### config.mk
export PLATFORM = sky130hd
export DESIGN_NAME = usb2_in_sched
export DESIGN_NICKNAME = d
export VERILOG_FILES = /design/src/rtl/usb2_in_sched.sv
export SDC_FILE = /design/constraint.sdc
export NUM_CORES = 1
export LEC_CHECK = 0
export BUFFER_PORTS_ARGS = -buffer_cell sky130_fd_sc_hd__buf_2
export CORE_ASPECT_RATIO = 2
export CORE_MARGIN = 10
export CORE_UTILIZATION = 55
export DETAILED_ROUTE_END_ITERATION = 10
export HOLD_SLACK_MARGIN = 0.02
export PLACE_DENSITY_LB_ADDON = 0.3
export SLEW_MARGIN = 30
export SYNTH_ARGS = -nofsm -noshare
export SYNTH_HDL_FRONTEND = slang
export SYNTH_SLANG_ARGS = --single-unit
### constraint.sdc
create_clock -name phy_clk -period 4.05 [get_ports phy_clk]
set_input_delay 0 -clock phy_clk [delete_from_list [all_inputs] [get_ports phy_clk]]
set_output_delay 0 -clock phy_clk [all_outputs]
set_load 0.01 [all_outputs]
### src/rtl/usb2_in_sched.sv
// usb2_in_sched: IN-transaction sequencer between the packet TX engine and
// the endpoint buffer mux. Emits a handshake PID or a DATAx packet streamed
// from the selected endpoint buffer, waits for the host ACK, then releases
// the buffer and advances the data toggle.
module usb2_in_sched #(
    parameter logic [15:0] EP_IN_MASK  = 16'h0003,
    parameter logic [9:0]  MAX_PKT     = 10'd512,
    parameter logic [15:0] ACK_TIMEOUT = 16'd800
) (
    input  logic       phy_clk,
    input  logic       reset,
    input  logic       tok_in_valid,
    input  logic [3:0] tok_endp,
    output logic       tok_ready,
    output logic [3:0] sel_endp,
    input  logic [1:0] endp_mode,
    input  logic       buf_out_hasdata,
    input  logic [9:0] buf_out_len,
    output logic [8:0] buf_out_addr,
    input  logic [7:0] buf_out_q,
    output logic       buf_out_arm,
    input  logic       buf_out_arm_ack,
    input  logic [1:0] data_toggle,
    output logic       data_toggle_act,
    output logic [7:0] tx_data,
    output logic       tx_valid,
    input  logic       tx_ready,
    output logic       tx_last,
    input  logic       hs_ack,
    output logic       err_len,
    output logic       busy
);

    localparam logic [3:0] PID_DATA0 = 4'b0011;
    localparam logic [3:0] PID_DATA1 = 4'b1011;
    localparam logic [3:0] PID_NAK   = 4'b1010;
    localparam logic [3:0] PID_STALL = 4'b1110;
    localparam logic [1:0] MODE_ISO  = 2'd1;

    typedef enum logic [2:0] {
        S_IDLE,
        S_SETTLE,
        S_CHECK,
        S_HS,
        S_PID,
        S_STREAM,
        S_WAIT_HS,
        S_RELEASE
    } state_t;

    state_t      state;
    state_t      state_nx;

    logic [9:0]  len_q;
    logic        is_iso;
    logic [3:0]  hs_pid;
    logic [3:0]  data_pid;
    logic [15:0] timer;

    // read-ahead datapath: one read in flight plus a two-entry byte buffer
    logic        rd_done;
    logic        pending;
    logic [1:0]  fifo_cnt;
    logic [7:0]  fifo_b0;
    logic [7:0]  fifo_b1;
    logic [9:0]  tx_cnt;
    logic        stream_valid;
    logic        pop;
    logic        shift;
    logic        push;
    logic        issue;
    logic [1:0]  cnt_after;
    logic [2:0]  level;

    logic        unused_toggle_msb;
    assign unused_toggle_msb = data_toggle[1];

    assign busy     = (state != S_IDLE);
    assign data_pid = (!is_iso && data_toggle[0]) ? PID_DATA1 : PID_DATA0;

    // state register
    always_ff @(posedge phy_clk or posedge reset) begin
        if (reset) state <= S_IDLE;
        else       state <= state_nx;
    end

    // next-state decode and handshake/packet outputs
    always_comb begin
        state_nx        = state;
        tok_ready       = 1'b0;
        tx_valid        = 1'b0;
        tx_data         = '0;
        tx_last         = 1'b0;
        err_len         = 1'b0;
        data_toggle_act = 1'b0;
        buf_out_arm     = 1'b0;
        case (state)
            S_IDLE: begin
                tok_ready = 1'b1;
                if (tok_in_valid) state_nx = S_SETTLE;
            end
            S_SETTLE: state_nx = S_CHECK;
            S_CHECK: begin
                if (!EP_IN_MASK[sel_endp] || !buf_out_hasdata) begin
                    state_nx = S_HS;
                end else if (buf_out_len > MAX_PKT) begin
                    err_len  = 1'b1;
                    state_nx = S_HS;
                end else begin
                    state_nx = S_PID;
                end
            end
            S_HS: begin
                tx_valid = 1'b1;
                tx_data  = {~hs_pid, hs_pid};
                tx_last  = 1'b1;
                if (tx_ready) state_nx = S_IDLE;
            end
            S_PID: begin
                tx_valid = 1'b1;
                tx_data  = {~data_pid, data_pid};
                tx_last  = (len_q == '0);
                if (tx_ready) begin
                    if (len_q != '0) state_nx = S_STREAM;
                    else if (is_iso) state_nx = S_RELEASE;
                    else             state_nx = S_WAIT_HS;
                end
            end
            S_STREAM: begin
                // buffer empty: the byte arriving this cycle is forwarded directly
                tx_valid = stream_valid;
                if (stream_valid) tx_data = (fifo_cnt != 2'd0) ? fifo_b0 : buf_out_q;
                tx_last  = stream_valid && (tx_cnt == len_q - 10'd1);
                if (stream_valid && tx_ready && tx_last)
                    state_nx = is_iso ? S_RELEASE : S_WAIT_HS;
            end
            S_WAIT_HS: begin
                if (hs_ack) begin
                    data_toggle_act = 1'b1;
                    state_nx        = S_RELEASE;
                end else if (timer == ACK_TIMEOUT - 16'd1) begin
                    state_nx = S_IDLE;
                end
            end
            S_RELEASE: begin
                buf_out_arm = 1'b1;
                if (buf_out_arm_ack) state_nx = S_IDLE;
            end
            default: state_nx = S_IDLE;
        endcase
    end

    // token latch and per-transaction decision capture
    always_ff @(posedge phy_clk or posedge reset) begin
        if (reset) begin
            sel_endp <= '0;
            len_q    <= '0;
            is_iso   <= 1'b0;
            hs_pid   <= '0;
        end else begin
            if (state == S_IDLE && tok_in_valid) sel_endp <= tok_endp;
            if (state == S_CHECK) begin
                len_q  <= buf_out_len;
                is_iso <= (endp_mode == MODE_ISO);
                hs_pid <= EP_IN_MASK[sel_endp] ? PID_NAK : PID_STALL;
            end
        end
    end

    // read-ahead control: pop, buffer shift/push and read issue
    always_comb begin
        stream_valid = (fifo_cnt != 2'd0) || pending;
        pop          = (state == S_STREAM) && stream_valid && tx_ready;
        shift        = pop && (fifo_cnt != 2'd0);
        cnt_after    = fifo_cnt - {1'b0, shift};
        push         = pending && !(pop && (fifo_cnt == 2'd0));
        level        = {1'b0, fifo_cnt} + {2'b00, pending} - {2'b00, pop};
        issue        = ((state == S_PID && len_q != '0) || state == S_STREAM)
                       && !rd_done && (level < 3'd2);
    end

    // read address, in-flight flag, byte buffer and sent-byte counter
    always_ff @(posedge phy_clk or posedge reset) begin
        if (reset) begin
            buf_out_addr <= '0;
            rd_done      <= 1'b0;
            pending      <= 1'b0;
            fifo_cnt     <= '0;
            fifo_b0      <= '0;
            fifo_b1      <= '0;
            tx_cnt       <= '0;
        end else if (state == S_IDLE) begin
            buf_out_addr <= '0;
            rd_done      <= 1'b0;
            pending      <= 1'b0;
            fifo_cnt     <= '0;
            tx_cnt       <= '0;
        end else begin
            pending <= issue;
            if (issue) begin
                if ({1'b0, buf_out_addr} == len_q - 10'd1) rd_done <= 1'b1;
                else                                       buf_out_addr <= buf_out_addr + 9'd1;
            end
            if (shift) fifo_b0 <= fifo_b1;
            if (push) begin
                if (cnt_after == 2'd0) fifo_b0 <= buf_out_q;
                else                   fifo_b1 <= buf_out_q;
            end
            fifo_cnt <= cnt_after + {1'b0, push};
            if (pop) tx_cnt <= tx_cnt + 10'd1;
        end
    end

    // handshake wait timer, cleared whenever not waiting
    always_ff @(posedge phy_clk or posedge reset) begin
        if (reset)                  timer <= '0;
        else if (state == S_WAIT_HS) timer <= timer + 16'd1;
        else                        timer <= '0;
    end

endmodule

# Yosys cells after proc, flatten, opt, wreduce, memory -nomap -nowiden
# Memories as Yosys holds them, arrays and structs flattened.
# Cells that the tools add are included.
# classes
bitwise_logic,4
n_eq_ne,18
reduce_logical,36
addsub,8
order_cmp,3
mux,41
# ops
operator,count
8-bit two-way mux,5
3-bit two-way mux,10
9-bit two-way mux,3
3-bit case mux with 8 select lines,1
8-bit case mux with 3 select lines,1
10-bit two-way mux,2
16-bit by 1-bit adder with 16-bit output (second input constant),1
16-bit by 10-bit == test with 1-bit output (second input constant),1
16-bit two-way mux,1
1-bit logical AND,13
1-bit two-way mux,13
3-bit == test (second input constant),4
2-bit != test (second input constant),6
10-bit by 1-bit adder with 10-bit output (second input constant),1
10-bit == test,1
9-bit by 10-bit == test with 1-bit output,1
10-bit > comparator (second input constant),1
10-bit zero test,1
10-bit nonzero test,1
10-bit by 1-bit subtractor with 10-bit output (second input constant),1
9-bit by 1-bit adder with 9-bit output (second input constant),1
4-bit NOT,2
2-bit nonzero test,4
3-bit by 2-bit == test with 1-bit output (second input constant),2
23 further kinds,33
# totals
out_inout_bits,28
n_memories,1
word_cells,124
rom_bits,16
regBits,77
in_bits,33
# mem_list
memory,words,word_bits,rd,rd_ports_with_merged_regs,write_ports,line_no,source
(no name shown),16,1,1,0,0,165,hs_pid <= EP_IN_MASK[sel_endp] ? PID_NAK : PID_STALL;

# Longest topological paths before layout
# Gate-level depths: netlist of the first run.
# logic_depth
depth_word,9
ltp_mapped,13
mapped_depth_nobuf,11

# Worst setup path before layout of the first run
# Ideal clock, no wire load.
# synth_timing
path_kind,reg-to-reg
startpoint,register state[1]
endpoint,register buf_out_addr[7]
n_path_buf,1
arrival_time_ns,3.263
setup_ns,0.078
path_stages_with_launch,12
slack_ns,0.709
path_cell_list,dfrtp_1 -> clkbuf_1 -> nand3b_1 -> nor3_2 -> ha_1 -> nor2b_1 -> fa_1 -> nor4_1 -> o21ai_1 -> or4_1 -> or3_1 -> a21oi_1
# synth_between
elab_chain_len,8
word_cells_on_any_way,15
classes_between,add/sub: 1; order compare: 1; eq/ne: 3; mux: 1; reduce/logical: 9
# synth_rtl
element,line_no,source
from (decl),51,state_t state;
from (signal assigned),84,else state <= state_nx;
3-bit == test,"173, 178",
1-bit logical AND (2 in a row),173,pop = (state == S_STREAM) && stream_valid && tx_ready;
3-bit by 1-bit subtractor with 3-bit output,177,"level = {1'b0, fifo_cnt} + {2'b00, pending} - {2'b00, pop};"
3-bit by 2-bit less-than comparator with 1-bit output,179,&& !rd_done && (level < 3'd2);
1-bit logical AND,179,
2-bit nonzero test (no source line),--,
2-bit AND reduction (no source line),--,
to (signal assigned),202,else buf_out_addr <= buf_out_addr + 9'd1;
to (decl),19,"output logic [8:0] buf_out_addr,"
# Several ways; a longest one is shown, not always the timed one.
# A chain may end at the register's enable or synchronous reset.

# Final worst setup path of the first run
# layout_timing
startpoint,register fifo_cnt[1]
endpoint,register buf_out_addr[7]
# layout_between
elab_chain_len,9
word_cells_on_any_way,10
classes_between,add/sub: 2; order compare: 1; reduce/logical: 7
# layout_rtl
element,line_no,source
from (decl),63,logic [1:0] fifo_cnt;
from (signal assigned),209,"fifo_cnt <= cnt_after + {1'b0, push};"
2-bit nonzero test,172,stream_valid = (fifo_cnt != 2'd0) || pending;
1-bit logical OR,172,
1-bit logical AND (2 in a row),173,
3-bit by 1-bit subtractor with 3-bit output (*),177,
3-bit by 2-bit less-than comparator with 1-bit output (*),179,
1-bit logical AND (*),179,
2-bit nonzero test (no source line) (*),--,
2-bit AND reduction (no source line) (*),--,
# Mark *: on every way between the ends. The rest lies on a longest branch, timed or not.

==> results of run 1 <==
-- flip-flops by register name, indices dropped and copies added (netlist names) --
name          count
hs_pid            2
tx_cnt           10
fifo_b1           8
pending           1
buf_out_addr      9
state             3
fifo_b0           8
rd_done           1
len_q            10
fifo_cnt          2
is_iso            1
sel_endp          4
timer            16
-- worst max-delay path: stages, from the launching register on --
cell,delay (ns)
dfrtp_1,0.45
nor3_1,0.38
nor3_2,0.08
buf_4,0.17
ha_1,0.27
nor2b_1,0.14
fa_1,0.43
nor4_1,0.27
o21ai_1,0.13
or4_1,0.56
or3_1,0.33
a21oi_1,0.15
-- how the worst max path moves through the flow --
stage	startpoint	end	slack (ns)	depth (start not counted)
after floorplan	state[1]	buf_out_addr[7]	0.71	11
after global placement	fifo_cnt[1]	buf_out_addr[7]	0.75	11
after detailed placement	fifo_cnt[1]	buf_out_addr[7]	0.61	11
after CTS	fifo_cnt[1]	buf_out_addr[7]	0.58	11
after global routing	fifo_cnt[1]	buf_out_addr[7]	0.35	11
final	fifo_cnt[1]	buf_out_addr[7]	0.60	11
-- power by group --
group | internal (mW) | total, mW | switching [mW]
logic | 0.510 | 1.12 | 0.605
registers | 0.925 | 1.17 | 0.241
clock network | 0.572 | 0.880 | 0.307
total | 2.01 | 3.16 | 1.15
-- cells in the mapped netlist, types with 2 or more instances --
cell type	instances	area, um2
inv_1	20	75.1
o311ai_0	2	17.5
nand2_1	33	124
nor3b_1	2	15.0
nor2_1	49	184
and2_1	2	12.5
a211oi_1	4	30.0
nand3_1	15	75.1
and3_1	5	31.3
mux2_2	19	214
or4_1	9	67.6
nor3_1	6	30.0
or2_2	3	18.8
o22ai_1	10	62.6
o21ai_0	15	75.1
o221ai_1	3	26.3
mux2i_1	9	90.1
and4_1	3	26.3
a21oi_1	27	135
nand4_1	8	50.1
nor4_1	5	31.3
ha_1	7	87.6
xor2_1	21	184
dfrtp_1	75	1880
buf_6	2	22.5
o211ai_1	2	15.0
o31ai_1	6	45.0
nor2b_1	6	37.5
xnor2_1	24	210
o21ai_1	9	45.0
or3_1	11	68.8
clkbuf_1	18	67.6
nand2b_1	2	12.5
o41ai_1	2	17.5
nand3b_1	4	30.0
-- kinds of logic after synthesis --
| family | count (synthesis) |
|---|---|
| AOI/OAI and AO/OA | 91 |
| xor gates and xnor gates | 45 |
| adders and majority gates | 8 |
| buffers and inverters | 45 |
| DFF | 75 |
| muxes | 28 |
| and+or+nand+nor | 168 |
-- area by class of cell --
cell class	count	area (um2)
Clock buffer	12	256
Inverter	21	81.3
Multi-Input combinational cell	340	2240
Sequential cell	75	1880
Timing Repair Buffer	91	598
Fill cell	612	2350
Tap cell	94	118
Clock inverter	4	72.6
-- what timing repair did --
item,CTS,global route
hold buffers,25,0
endpoints found under the hold margin,71,0
gates resized for setup,0,0
-- per-stage QoR --
| stage | area (um2) | cells | power (mW) |
|---|---|---|---|
| 2_1_floorplan | 4310 | 460 | 1.93 |
| 3_3_place_gp | 4670 | 596 | 2.22 |
| 3_5_place_dp | 4670 | 596 | 2.26 |
| 4_1_cts | 5250 | 637 | 3.17 |
| 5_1_grt | 5250 | 637 | 3.35 |
| 6_report | 5250 | 637 | 3.16 |
-- cells in the final DEF (no fill, tap or decap), types with 6 or more instances in the layout --
cell | netlist | layout
dfrtp_1 | 75 | 75
buf_2 | 1 | 59
nor2_1 | 49 | 49
nand2_1 | 33 | 33
a21oi_1 | 27 | 27
dlygate4sd3_1 | 0 | 25
xnor2_1 | 24 | 24
xor2_1 | 21 | 21
inv_1 | 20 | 19
mux2_2 | 19 | 19
o21ai_0 | 15 | 15
nand3_1 | 15 | 15
or3_1 | 11 | 11
o22ai_1 | 10 | 10
mux2i_1 | 9 | 9
o21ai_1 | 9 | 9
or4_1 | 9 | 9
clkbuf_16 | 0 | 9
nand4_1 | 8 | 8
ha_1 | 7 | 7
buf_4 | 1 | 7
nor3_1 | 6 | 6
nor2b_1 | 6 | 6
o31ai_1 | 6 | 6
-- per-layer routing --
layer	GRT usage [%]	share of wire, %	vias up
met1	20.5	38	1814
li1	-	-	1792
met2	33.4	54	106
met4	7.83	3.0	0
met5	0	0	-
met3	4.14	4.8	23
==> reports/results.txt, run 1 <==
Status -> completed
ANT cells -> 0
Setup_tns -> 0 ns
Routability cong. -> 0.871
Via-to-Cell Ratio -> 5.86
Complex-gate fraction of the synthesized area -> 13.2%
Crit path DAT -> 3.70 ns
MaxCap Viol Count -> 0
WP data required -> 4.30 ns
# rows -> 45
Post-Syn Area per Cell -> 9.36 um2
Maximum clock frequency -> 290 MHz
Max-slew headroom -> 52.3%
Hold EP -> state[1]
CTS H-Tree Depth -> 3
Routed WL -> 10.9 mm
Sequential-to-total area share from yosys stat -> 43.6%
Clock skew -> 0.00631 ns
Worst R2R End -> buf_out_addr[7]
Clk sinks -> 75
Fin Hold WS -> 0.0803 ns
Final min period -> 3.45 ns
Netlist cell types -> 57
Pleak -> 2.35 nW
Num ports -> 61
XOR/XNOR share of the synthesized area -> 9.15%
Initial antenna violation count -> 0
Hold wc startpoint -> tx_ready
Final hold viol count -> 0
Vias in the first global route -> 3962
Congestion Overflow GR -> 0
Worst skew pair latency -> 0.33 ns
Layout area overhead -> 21.8%
DR pass1 iterations -> 5
Core ar. -> 7600 um2
Worst Max-Slew Pin Slew -> 0.715 ns
Worst-path clk slew -> 0.06 ns
Ys Warns -> 0
# Post-CTS Setup Buffers -> 0
Layout cells sized above 1 -> 20.1%
HPWL after detailed placement -> 7.90 mm
Post-synthesis adder-cell area fraction -> 2.50%
Die W -> 82.6 um
Setup violators final -> 0
RSZ-0062 raised after global routing -> false
First-pass GRT wire length -> 18.4 mm
Async SR Flop Fraction -> 100%
CTS Buf Count -> 9
Synthesis-stage register bit count -> 75
Count of pins over their slew limit -> 0
Starting Density -> 56.7%
Synthesized area -> 4310 um2
CP Max Fanout -> 8
Final Cycle Share -> 85.2%
CTS tree -> yes
Via count -> 3735
Hold Crit Depth -> 3
Total GRT Usage -> 18.9%
Post-synth EDFFs -> 0
Worst setup margin -> 0.598 ns
Main flop type after synthesis -> dfrtp_1
PwrDens -> 603 nW/um2
Max rail drop VDD -> 0.430 mV
R2R Path Start -> fifo_cnt[1]
# DRC -> 0
Antenna Nets Post-Route -> 0
Place WS -> 0.607 ns
Final nets -> 579
Largest family of logic cells by synthesized area -> simple AND/OR/NAND/NOR gates
Mean routed wirelength per cell -> 17.2 um
Largest net degree at the start of global routing -> 49
Register-to-Register Path Depth -> 11
Die ar. -> 12000 um2
Post-synthesis cell count -> 460
DRT iter0 DRCs -> 169
HP Class -> input pin to flip-flop
CTS max path bufs -> 2
R2r setup slk -> 0.60 ns
CP startpoint kind -> flip-flop
Simple-gate share of the synthesized area -> 20.1%
Mux contribution to synthesized area -> 7.06%
Die H -> 145 um
Core Util, Final -> 69.0%
Root buffer cell -> clkbuf_16
CP Class -> flip-flop to flip-flop
Syn_nets -> 501
Critical Path End Type -> flip-flop
PortBufs -> 59
Power figures use the tool's default switching activity.
==> run 2: changes to the inputs <==
--- a/config.mk
+++ b/config.mk
@@ -11,7 +11,7 @@
 export CORE_UTILIZATION = 55
 export DETAILED_ROUTE_END_ITERATION = 10
 export HOLD_SLACK_MARGIN = 0.02
-export PLACE_DENSITY_LB_ADDON = 0.3
+export PLACE_DENSITY = 0.84
 export SLEW_MARGIN = 30
 export SYNTH_ARGS = -nofsm -noshare
 export SYNTH_HDL_FRONTEND = slang
==> run 2 against run 1 <==
Compared with the run above: first-iteration DRC count up 2.4%; sequential power barely moved; wire length grew 5.0%; global-route usage rose by 0.88 points; total power increased by 0.39%; sequential cell count did not move; core utilization down 0.099 points; critical path depth down 1; worst hold slack lost 0.0081 ns; setup slack got worse by 0.20 ns; sequential share of layout area up 0.051 points; critical endpoint unchanged; largest cell class unchanged; highest routed layer unchanged.
==> reports/results.txt, run 2 (synthesized netlist as in run 1, its figures left out) <==
Final Cycle Share -> 90.1% (was 85.2%)
DRT iter0 DRCs -> 173 (was 169)
Total GRT Usage -> 19.8% (was 18.9%)
Worst skew pair latency -> 0.33 ns (about the same)
# fillers -> 599 (was 612)
Num ports -> 61 (unchanged)
Routability cong. -> 0.902 (was 0.871)
Root buffer cell -> clkbuf_16 (unchanged)
CP Max Fanout -> 14 (was 8)
Setup_tns -> 0 ns (unchanged)
RSZ-0062 raised after global routing -> false (unchanged)
Crit path DAT -> 3.91 ns (was 3.70 ns)
Worst-path clk slew -> 0.06 ns (about the same)
Critical Path End Type -> flip-flop (unchanged)
Clk sinks -> 75 (unchanged)
DR pass1 iterations -> 4 (was 5)
Routed WL -> 11.5 mm (was 10.9 mm)
# DRC -> 0 (unchanged)
PwrDens -> 606 nW/um2 (was 603 nW/um2)
Register-to-Register Path Depth -> 10 (was 11)
Largest net degree at the start of global routing -> 51 (was 49)
MaxCap Viol Count -> 0 (unchanged)
Die ar. -> 12000 um2 (unchanged)
CTS H-Tree Depth -> 3 (unchanged)
Via-to-Cell Ratio -> 6.04 (was 5.86)
PortBufs -> 59 (unchanged)
Most frequent cells in the layout -> dfrtp_1 (75), buf_2 (59), nor2_1 (49) (unchanged)
Die H -> 145 um (unchanged)
Clock Power Share -> 27.3% (was 27.8%)
CTS tree -> yes (unchanged)
HP Class -> input pin to flip-flop (unchanged)
Combinational fraction of design power -> 35.6% (was 35.3%)
Biggest register -> timer (unchanged)
Sw Ratio -> 36.8% (was 36.5%)
Worst R2R End -> buf_out_addr[7] (unchanged)
Max-slew headroom -> 54.1% (was 52.3%)
Count of pins over their slew limit -> 0 (unchanged)
Hold wc startpoint -> tx_ready (unchanged)
Layout cells sized above 1 -> 20.0% (was 20.1%)
First-pass GRT wire length -> 19.1 mm (was 18.4 mm)
Final hold viol count -> 0 (unchanged)
Initial antenna violation count -> 1 (was 0)
WP data required -> 4.31 ns (was 4.30 ns)
CP startpoint kind -> flip-flop (unchanged)
R2r setup slk -> 0.40 ns (was 0.60 ns)
Congestion Overflow GR -> 0 (unchanged)
CTS Buf Count -> 9 (unchanged)
Commonest non-fill, non-tap cell in the layout -> dfrtp_1 (unchanged)
Max rail drop VDD -> 0.373 mV (was 0.430 mV)
Die W -> 82.6 um (unchanged)
Regs by FF count -> timer (16), len_q (10), tx_cnt (10) (unchanged)
Non-Filler Instances -> 636 (was 637)
Hold Crit Depth -> 3 (unchanged)
Core ar. -> 7600 um2 (unchanged)
# rows -> 45 (unchanged)
Internal -> 2.01 mW (about the same)
CTS max path bufs -> 2 (unchanged)
NetSw -> 1.17 mW (was 1.15 mW)
Clock skew -> 0.00522 ns (was 0.00631 ns)
Worst Max-Slew Pin Slew -> 0.686 ns (was 0.715 ns)
Final min period -> 3.65 ns (was 3.45 ns)
Starting Density -> 56.7% (unchanged)
Total power -> 3.17 mW (was 3.16 mW)
Vias in the first global route -> 4100 (was 3962)
CP Class -> flip-flop to flip-flop (unchanged)
Pleak -> 2.35 nW (about the same)
Placed cells -> 595 (was 596)
Final nets -> 578 (was 579)
Antenna Nets Post-Route -> 0 (unchanged)
Max reg flops -> 16 (unchanged)
Setup violators final -> 0 (unchanged)
Maximum clock frequency -> 274 MHz (was 290 MHz)
Mean routed wirelength per cell -> 18.1 um (was 17.2 um)
Hold EP -> state[1] (unchanged)
Status -> completed (unchanged)
Via count -> 3841 (was 3735)
Seq pwr share -> 37.0% (was 36.9%)
R2R Path Start -> state[0] (was fifo_cnt[1])
Layout area overhead -> 21.7% (was 21.8%)
HPWL after detailed placement -> 8.02 mm (was 7.90 mm)
[run 2: changes by cell type in the layout (fill, tap and decap cells not counted), sizes merged]
cell	before	now
clkinvlp	1	0
clkinv	1	2
clkbuf	12	11
buf	66	65
diode	0	1
[run 2: area by class of cell]
cell class | count | area [um2] | share of cell area [%]
clock inverter | 4 | 73.8 | 1.41
tap | 94 | 118 | 2.24
multi-input combinational | 340 | 2240 | 42.8
clock buffer | 11 | 253 | 4.82
inverter | 21 | 81.3 | 1.55
sequential | 75 | 1880 | 35.8
antenna | 1 | 2.50 | 0.0478
timing repair buffer | 90 | 591 | 11.3
[run 2: what timing repair did]
action | in CTS | in global routing
hold buffers | 25 | 0
buffers inserted | 0 | 0
endpoints found under the hold margin | 73 | 0
gates resized for setup | 0 | 0
endpoints found under the setup margin | 0 | 0
[run 2: worst max path at each step]
| stage | to | startpoint | slack, ns | cells past startpoint |
|---|---|---|---|---|
| 4_1_cts | buf_out_addr[7] | state[0] | 0.40 | 10 |
| 6_report | buf_out_addr[7] | state[0] | 0.40 | 10 |
| 5_1_grt | buf_out_addr[7] | state[0] | 0.1 | 10 |
| 3_5_place_dp | buf_out_addr[7] | state[0] | 0.49 | 10 |
| 2_1_floorplan | buf_out_addr[7] | state[1] | 0.71 | 11 |
| 3_3_place_gp | buf_out_addr[7] | state[0] | 0.60 | 10 |
[run 2: metrics by stage]
step	worst slack, ns	area [um2]	util [%]	hold slack (ns)
after global placement	0.602	4660	61.3	0.221
after global routing	0.0984	5240	68.9	0.0854
final	0.399	5240	68.9	0.0722
after floorplan	0.709	4310	-	0.101
after CTS	0.396	5240	68.9	0.0584
after detailed placement	0.493	4660	61.3	0.134
[run 2: critical path, cell delays in order (launching register included)]
cell      delay, ns
dfrtp_1        0.58
nand3b_1       0.19
nor3_2         0.45
ha_1           0.34
nor2b_1        0.14
fa_1           0.42
nor4_1         0.26
o21ai_1        0.16
or4_1          0.57
or3_1          0.32
a21oi_1        0.14
[run 2: power groups by stage]
stage	clock (mW)	sequential [mW]	combinational (mW)
6_report	0.867	1.18	1.13
5_1_grt	0.912	1.20	1.25
4_1_cts	0.881	1.17	1.13
3_5_place_dp	0	1.18	1.09
3_3_place_gp	0	1.15	1.05
2_1_floorplan	0	1.03	0.900
[run 2: metal layers]
metal	vias up	GRT usage (%)	part of all wire, %
met4	0	11.6	4.5
li1	1794	-	-
met2	136	34.6	54
met5	-	0	0
met3	37	4.70	6.1
met1	1874	20.1	36
==> run 3: changes to the inputs <==
==> constraint.sdc (replaced) <==
create_clock -name phy_clk -period 4.05 [get_ports phy_clk]
set_input_delay 0.81 -clock phy_clk [delete_from_list [all_inputs] [get_ports phy_clk]]
set_output_delay 0.81 -clock phy_clk [all_outputs]
set_load 0.01 [all_outputs]
==> run 3 against run 2 <==
Compared with the run above: combinational power about the same; non-clock buffer count down 25; via count down 3.7%; critical path type is now flip-flop to primary output; largest power group unchanged.
==> reports/results.txt, run 3 (synthesized netlist as in run 1, its figures left out) <==
Pleak -> 2.23 nW (was 2.35 nW)
Num ports -> 61 (unchanged)
Routability cong. -> 0.926 (was 0.902)
Core ar. -> 7600 um2 (unchanged)
Die H -> 145 um (unchanged)
Die W -> 82.6 um (unchanged)
CTS Buf Count -> 9 (unchanged)
Maximum clock frequency -> 259 MHz (was 274 MHz)
DRT iter0 DRCs -> 312 (was 173)
Clock skew -> 0.00420 ns (was 0.00522 ns)
Place WS -> 0.528 ns (was 0.493 ns)
CTS tree -> yes (unchanged)
Final Cycle Share -> 95.2% (was 90.1%)
Via count -> 3700 (was 3841)
CP startpoint kind -> flip-flop (unchanged)
Critical Path End Type -> primary output (was flip-flop)
CTS max path bufs -> 2 (unchanged)
Worst R2R End -> buf_out_addr[7] (unchanged)
CP Class -> flip-flop to primary output (was flip-flop to flip-flop)
MaxCap Viol Count -> 0 (unchanged)
# fillers -> 599 (unchanged)
Worst-path clk slew -> 0.06 ns (about the same)
Final hold viol count -> 0 (unchanged)
Multi-input logic area -> 2240 um2 (unchanged)
Post-DP Area -> 4660 um2 (about the same)
CTS Hold Bufs -> 0 (was 25)
Worst Max-Slew Pin Slew -> 0.914 ns (was 0.686 ns)
Mean routed wirelength per cell -> 17.8 um (was 18.1 um)
R2R Path Start -> state[0] (unchanged)
HPWL after detailed placement -> 7.86 mm (was 8.02 mm)
Setup violators final -> 0 (unchanged)
Via-to-Cell Ratio -> 6.06 (was 6.04)
First-pass GRT wire length -> 18.2 mm (was 19.1 mm)
Largest net degree at the start of global routing -> 76 (was 51)
Vias in the first global route -> 3802 (was 4100)
Routed WL -> 10.8 mm (was 11.5 mm)
Crit path DAT -> 3.04 ns (was 3.91 ns)
CP max stage cell -> or4b_4 (was dfrtp_1)
CP Max Fanout -> 7 (was 14)
Register-to-Register Path Depth -> 10 (unchanged)
# DRC -> 0 (unchanged)
Count of pins over their slew limit -> 0 (unchanged)
Seq. cell area -> 1880 um2 (about the same)
Hold wc startpoint -> timer[0] (was tx_ready)
Regs by FF count -> timer (16), len_q (10), tx_cnt (10) (unchanged)
CTS H-Tree Depth -> 3 (unchanged)
RSZ-0062 raised after global routing -> false (unchanged)
Root buffer cell -> clkbuf_16 (unchanged)
Starting Density -> 56.7% (unchanged)
Hold Crit Depth -> 1 (was 3)
Fin Hold WS -> 0.484 ns (was 0.0722 ns)
Layout area overhead -> 15.6% (was 21.7%)
Setup_tns -> 0 ns (unchanged)
R2r setup slk -> 0.76 ns (was 0.40 ns)
Total GRT Usage -> 19.2% (was 19.8%)
# rows -> 45 (unchanged)
PortBufs -> 59 (unchanged)
HP Class -> flip-flop to flip-flop (was input pin to flip-flop)
Clk sinks -> 75 (unchanged)
Congestion Overflow GR -> 0 (unchanged)
Die ar. -> 12000 um2 (unchanged)
Most frequent cells in the layout -> dfrtp_1 (74), buf_2 (59), nor2_1 (49) (was dfrtp_1 (75), buf_2 (59), nor2_1 (49))
DR pass1 iterations -> 4 (unchanged)
Worst skew pair latency -> 0.34 ns (was 0.33 ns)
Status -> completed (unchanged)
Final nets -> 553 (was 578)
Antenna Nets Post-Route -> 0 (unchanged)
Max-slew headroom -> 38.8% (was 54.1%)
Finished Cell Area -> 4980 um2 (was 5240 um2)
Final min period -> 3.85 ns (was 3.65 ns)
Commonest non-fill, non-tap cell in the layout -> dfrtp_1 (unchanged)
Hold EP -> timer[0] (was state[1])
Worst setup margin -> 0.195 ns (was 0.399 ns)
ANT cells -> 0 (was 1)
PwrDens -> 622 nW/um2 (was 606 nW/um2)
Initial antenna violation count -> 0 (was 1)
Critical-path cell list -> inv_1, ha_1, or4b_4, or3_1, a2111oi_0, and4_1, nor2b_1, o21ai_1, nand2_1, buf_2 (was nand3b_1, nor3_2, ha_1, nor2b_1, fa_1, nor4_1, o21ai_1, or4_1, or3_1, a21oi_1)
WP data required -> 3.24 ns (was 4.31 ns)
Max reg flops -> 16 (unchanged)
Critical Path Max Stage Delay -> 0.53 ns (was 0.58 ns)
Max rail drop VDD -> 0.391 mV (was 0.373 mV)
Biggest register -> timer (unchanged)
Layout cells sized above 1 -> 21.3% (was 20.0%)
## run 3: cell types whose count changed in the layout (fill, tap and decap cells not counted), sizes merged
cell,change
bufinv,-1
diode,-1
dlygate4sd3,-25
clkinvlp,+3
clkinv,-1
## run 3: final cells by class
type / count / share of cell area (%)
clock buffer: 11 / 5.08
clock inverter: 5 / 1.23
inverter: 21 / 1.58
multi-input combinational: 340 / 45.1
sequential: 75 / 37.7
tap: 94 / 2.36
timing repair buffer: 65 / 6.91
## run 3: through the flow
stage | instances | utilization [%] | total power, mW
finish | 611 | 65.5 | 3.10
global route | 611 | 65.5 | 3.30
CTS | 611 | 65.4 | 3.10
floorplan | 460 | - | 1.93
detailed placement | 595 | 61.3 | 2.26
global placement | 595 | 61.3 | 2.22
## run 3: power by group
group / switching [mW] / internal, mW
clock network: 0.312 / 0.511
registers: 0.243 / 0.927
logic: 0.612 / 0.492
total: 1.17 / 1.93
## run 3: critical path: cells and delay by family, from the launching register on
family,cells,cell delay (ns)
simple gates,5,1.40
flops,1,0.46
compound gates,2,0.44
buf+inv,2,0.23
fa+ha+maj,1,0.18
## run 3: layer usage
metal | part of all wire (%) | vias up | global-route usage [%]
met5 | 0 | - | 0
met4 | 4.5 | 0 | 10.8
met3 | 6.1 | 34 | 4.88
met2 | 52 | 135 | 31.1
met1 | 37 | 1786 | 21.6
li1 | - | 1745 | -
## run 3: worst max-delay path by stage
stage	start	end
finish	len_q[0]	tx_last
global route	len_q[0]	tx_last
CTS	len_q[0]	tx_last
detailed placement	len_q[0]	tx_last
global placement	len_q[0]	tx_last
floorplan	tx_ready	buf_out_addr[7]
## run 3: timing repair
item | in CTS | in global routing
setup buffers | 0 | 0
setup endpoints to repair | 0 | 1
gates resized for setup | 0 | 1
